[config.mk]
export PLATFORM = sky130hd
export DESIGN_NAME = mem_access_unit
export DESIGN_NICKNAME = d
export VERILOG_FILES = /design/src/rtl/mem_pkg.sv /design/src/rtl/lane_align.sv /design/src/rtl/mem_access_unit.sv
export SDC_FILE = /design/constraint.sdc
export NUM_CORES = 1
export LEC_CHECK = 0
export CAP_MARGIN = 20
export CORE_ASPECT_RATIO = 0.9
export CORE_UTILIZATION = 38
export DETAILED_ROUTE_END_ITERATION = 8
export MAX_ROUTING_LAYER = met4
export PLACE_DENSITY = 0.68
export SYNTH_ARGS = -nofsm -noshare
export SYNTH_HDL_FRONTEND = slang
export SYNTH_SLANG_ARGS = --single-unit
[constraint.sdc]
create_clock -name clk -period 9.9 [get_ports clk]
set_clock_uncertainty 0.15 [all_clocks]
set_input_delay 0.99 -clock clk [delete_from_list [all_inputs] [get_ports clk]]
set_output_delay 0.99 -clock clk [all_outputs]
set_load 0.1 [all_outputs]
[src/rtl/mem_pkg.sv]
// Shared definitions for the memory access unit: size encodings, FSM states
// and the alignment rule used to reject an access before it touches memory.
package mem_pkg;

  localparam int DATA_W = 32;

  localparam logic [1:0] SZ_BYTE = 2'b00;
  localparam logic [1:0] SZ_HALF = 2'b01;
  localparam logic [1:0] SZ_WORD = 2'b10;
  localparam logic [1:0] SZ_ILL  = 2'b11;

  typedef enum logic [2:0] {
    IDLE,
    LOAD,
    MERGE,
    STORE,
    DONE
  } state_e;

  // An access is rejected for an illegal size or a lane that straddles
  // its natural alignment boundary.
  function automatic logic access_error(input logic [1:0] size,
                                        input logic [1:0] addr_lo);
    case (size)
      SZ_BYTE: access_error = 1'b0;
      SZ_HALF: access_error = addr_lo[0];
      SZ_WORD: access_error = (addr_lo != 2'b00);
      default: access_error = 1'b1;
    endcase
  endfunction

endpackage

[src/rtl/lane_align.sv]
// Combinational lane handling: pulls a byte/halfword out of a memory word
// (with optional sign extension) and splices store data into a word.
module lane_align
  import mem_pkg::*;
(
  input  logic [DATA_W-1:0] word_i,
  input  logic [1:0]        off_i,
  input  logic [1:0]        size_i,
  input  logic              signed_i,
  input  logic [15:0]       wdata_i,
  output logic [DATA_W-1:0] load_o,
  output logic [DATA_W-1:0] merge_o
);

  logic [4:0]        shamt;
  logic [15:0]       lane;
  logic [DATA_W-1:0] mask;

  // Aligned accesses only reach here, so the byte offset also locates a halfword.
  assign shamt = {off_i, 3'b000};
  assign lane  = 16'(word_i >> shamt);

  // Extract the addressed lane and extend it to a full word
  always_comb begin
    load_o = word_i;
    case (size_i)
      SZ_BYTE: load_o = {{24{signed_i & lane[7]}}, lane[7:0]};
      SZ_HALF: load_o = {{16{signed_i & lane[15]}}, lane};
      default: load_o = word_i;
    endcase
  end

  // Replace the addressed lane of the word with the right-aligned store data
  always_comb begin
    mask    = '0;
    merge_o = word_i;
    case (size_i)
      SZ_BYTE: begin
        mask    = 32'h0000_00FF << shamt;
        merge_o = (word_i & ~mask) | ({24'h0, wdata_i[7:0]} << shamt);
      end
      SZ_HALF: begin
        mask    = 32'h0000_FFFF << shamt;
        merge_o = (word_i & ~mask) | ({16'h0, wdata_i} << shamt);
      end
      default: merge_o = word_i;
    endcase
  end

endmodule

[src/rtl/mem_access_unit.sv]
// Load/store unit between a pipeline and a word-addressed memory. Sub-word
// stores are done as read-modify-write; all outputs are registered.
module mem_access_unit
  import mem_pkg::*;
(
  input  logic        clk,
  input  logic        reset,
  input  logic        req_valid,
  output logic        req_ready,
  input  logic        req_write,
  input  logic [1:0]  req_size,
  input  logic        req_signed,
  input  logic [31:0] req_addr,
  input  logic [31:0] req_wdata,
  output logic        resp_valid,
  output logic [31:0] resp_rdata,
  output logic        resp_err,
  output logic        busy,
  output logic        mem_in,
  output logic [31:0] mem_select,
  output logic [31:0] mem_data,
  input  logic [31:0] mem_out
);

  state_e      state_q;
  logic [1:0]  addr_lo_q;
  logic [1:0]  size_q;
  logic        signed_q;
  logic [15:0] wdata_q;
  logic        resp_valid_q;
  logic        resp_err_q;
  logic [31:0] resp_rdata_q;
  logic        mem_in_q;
  logic [29:0] mem_select_q;
  logic [31:0] mem_data_q;

  logic        req_err;
  logic [31:0] load_word;
  logic [31:0] merge_word;

  assign req_err = access_error(req_size, req_addr[1:0]);

  lane_align u_lane_align (
    .word_i   (mem_out),
    .off_i    (addr_lo_q),
    .size_i   (size_q),
    .signed_i (signed_q),
    .wdata_i  (wdata_q),
    .load_o   (load_word),
    .merge_o  (merge_word)
  );

  // Access FSM; every memory/response output is a register driven from here
  always_ff @(posedge clk or posedge reset) begin
    if (reset) begin
      state_q      <= IDLE;
      addr_lo_q    <= '0;
      size_q       <= '0;
      signed_q     <= 1'b0;
      wdata_q      <= '0;
      resp_valid_q <= 1'b0;
      resp_err_q   <= 1'b0;
      resp_rdata_q <= '0;
      mem_in_q     <= 1'b0;
      mem_select_q <= '0;
      mem_data_q   <= '0;
    end else begin
      case (state_q)
        IDLE: begin
          if (req_valid) begin
            addr_lo_q    <= req_addr[1:0];
            size_q       <= req_size;
            signed_q     <= req_signed;
            wdata_q      <= req_wdata[15:0];
            mem_select_q <= req_addr[31:2];
            resp_rdata_q <= '0;
            resp_err_q   <= req_err;
            if (req_err) begin
              state_q      <= DONE;
              resp_valid_q <= 1'b1;
            end else if (!req_write) begin
              state_q <= LOAD;
            end else if (req_size == SZ_WORD) begin
              // A full word needs no read, so it goes straight out.
              state_q    <= STORE;
              mem_in_q   <= 1'b1;
              mem_data_q <= req_wdata;
            end else begin
              state_q <= MERGE;
            end
          end
        end
        LOAD: begin
          resp_rdata_q <= load_word;
          resp_valid_q <= 1'b1;
          state_q      <= DONE;
        end
        MERGE: begin
          mem_data_q <= merge_word;
          mem_in_q   <= 1'b1;
          state_q    <= STORE;
        end
        STORE: begin
          mem_in_q     <= 1'b0;
          resp_valid_q <= 1'b1;
          state_q      <= DONE;
        end
        DONE: begin
          resp_valid_q <= 1'b0;
          state_q      <= IDLE;
        end
        default: state_q <= IDLE;
      endcase
    end
  end

  assign req_ready  = (state_q == IDLE);
  assign busy       = (state_q != IDLE);
  assign resp_valid = resp_valid_q;
  assign resp_err   = resp_err_q;
  assign resp_rdata = resp_rdata_q;
  assign mem_in     = mem_in_q;
  assign mem_select = {2'b00, mem_select_q};
  assign mem_data   = mem_data_q;

endmodule
==> run metrics <==
Routed WL 20100 um; Cell variety after synth 40; max frequency 272 MHz; drc violations 0; worst hold path depth 2; CP Launch Type flop; worst hold path class reg2reg; Final Hold Vio Count 0; slew margin rel. 32.0%; DR vias/cell 5.58; crit share post-route 37.1%; full die area ~0.017 mm2; Yosys reg bits 121; layout cells sized above 1 5.89%; global route total overflow 0; Initial DRC Count 451; CP cell instances nor2_1 > nand2_1 > inv_1 > clkdlybuf4s50_1; worst reg2reg path depth 5; commonest non-fill, non-tap cells in the layout clkdlybuf4s50_1 (201), nand2_1 (187), dfrtp_1 (121); CTS Buf Count 17; sequential-to-total area share from yosys stat 49.3%; most common cell after layout, fill and taps aside clkdlybuf4s50_1; Final Cell Area 0.00887 mm2; Initial Util 39.3%; fin crit period between 3000 and 4000 ps; Max Slew Vio Count 0; Die Ht 123 um; diode count 0; vias in the first global route 5691; core area 0.0156 mm2; kind of end point of the critical path primary output; setup repair bufs after CTS 0; length of the first detailed-routing pass in iterations 5; Slowest-stage cell, CP clkdlybuf4s50_1; Netlist Area Pre-Place approximately 0.0061 mm2; root buf cell clkbuf_16; initial antenna violation count 0; detailed-route wire length per cell 19.4 um; number of H-tree levels 4; CTS resizes 0; Global Route Usage Sum between 20% and 30%; status complete, no violations; crit path max fanout 10; first-pass GRT wire length 30700 um; post-route ant nets 0; Fillers 1368; clock transition at the registers of the reported paths about 60 ps; PortBufs 201; hpwl dp approximately 15000 um; critical path arrival between 2000 and 3000 ps; Setup violations, final 0; sum of negative setup slack 0 ps; Die Wd 136 um; critical path type reg2out; Placed Instances 1001; syn_area_per_cell 9.59 um2; Layout Cells excl Fill 1034; NumNets Final 927; post-placement cell area roughly 0.0082 mm2; Slew @ Worst Pin 1020 ps; RSZ-0062 raised after global routing false; Area Growth Syn to Fin 44.5%; worst skew pair latency 420 ps; I/O pin cnt 204; largest stage delay on the critical path 1160 ps; gp weighted congestion 0.886; cts hold-fix bufs 0; pin count of the biggest net entering global routing 71; yosys warns 0; CTS tree yes; Worst Path Required 8760 ps; max-cap violations 0; via count roughly 5800; Mapped Cells between 600 and 700; FP Rows 43; clock tree buffer depth 2; clock sinks 121
[routing by layer]
metal,vias to the layer above,part of all wire [%],GRT usage [%]
li1,2655,-,-
met1,2792,43,32.9
met2,292,46,38.3
met3,34,8.5,6.20
met4,0,2.2,10.0
met5,-,0,-
[Yosys cell counts]
master	instances	area share, %
o31a_1	2	0.29
o21ai_0	41	3.3
a22oi_1	13	1.6
ha_1	4	0.82
nor3b_1	3	0.37
a2bb2oi_1	16	2.3
conb_1	1	0.061
nor3_1	12	0.98
a31oi_1	2	0.20
nand4_1	1	0.10
buf_1	2	0.12
dfrtp_1	121	49
and3b_1	1	0.14
a21o_1	1	0.12
o21ai_1	2	0.16
inv_1	17	1.0
nand2b_1	3	0.31
buf_6	4	0.73
nand2_1	187	11
a221o_1	40	6.5
clkinv_1	2	0.12
o21ba_2	1	0.16
o22ai_1	8	0.82
nor4b_1	2	0.29
o2111a_2	1	0.20
a22o_1	8	1.1
mux2_2	3	0.55
nor2_1	4	0.24
a221oi_1	3	0.43
a21oi_1	20	1.6
buf_2	16	1.3
or3b_1	1	0.14
a222oi_1	8	1.3
nor2b_1	3	0.31
or3b_2	1	0.14
clkbuf_1	25	1.5
o31ai_1	1	0.12
buf_4	4	0.49
mux2i_1	55	9.0
a41oi_1	1	0.14
[worst paths after layout]
path / from / endpoint / slack [ps]
max reg2reg: addr_lo_q[1] / mem_data[15] / 6630
min in group asynchronous: reset / mem_data[12] / 870
min: mem_select_q[13] / mem_select_q[13] / 320
max: state_q[0] / req_ready / 6230
min reg2reg: mem_select_q[13] / mem_select_q[13] / 320
max in group asynchronous: reset / wdata_q[11] / 7400
[metrics by stage]
stage / util, % / worst slack, ps / hold slack, ps
after floorplan: - / 5550 / 332
after global placement: 52.7 / 6560 / 308
after detailed placement: 52.7 / 6450 / 312
after CTS: 56.7 / 6240 / 326
after global routing: 56.8 / 6150 / 350
final: 56.8 / 6230 / 321
[final cells by class]
type	instances	area, um2	area share [%]
clock buffers	20	457	5.15
well taps	202	253	2.85
repair buffers	211	2090	23.6
clock inverters	11	170	1.92
flip-flops and latches	121	3030	34.1
inverters	19	73.8	0.832
multi-input cells	450	2790	31.5
[sequential cells by signal, indices dropped and copies added (netlist names)]
register,flops
state_q,3
mem_select_q,30
size_q,2
signed_q,1
addr_lo_q,2
resp_rdata,32
resp_err,1
mem_in,1
mem_data,32
wdata_q,16
resp_valid,1
[worst max-delay path, delay by kind of cell, from the launching register on]
kind                   cells  cell delay [ps]
buffers and inverters      2             1270
flip-flops                 1              490
AND/OR/NAND/NOR            2              350
[cells by family (layout without fill, tap and decap cells)]
kind of cell             after synthesis  in the layout  share of synthesized area, %
flip-flops                           121            121                          49.3
multiplexers                          58             58                          9.52
AND/OR/NAND/NOR                      218            218                          14.5
adder cells (fa/ha/maj)                4              4                         0.816
buffers and inverters                 70            261                          5.34
other                                  1              2                        0.0611
AO/OA/AOI/OAI                        168            168                          20.5
Power is left out: the tool's default activity adds up to more than one toggle a clock period on the data nets, which glitch-free logic cannot reach.
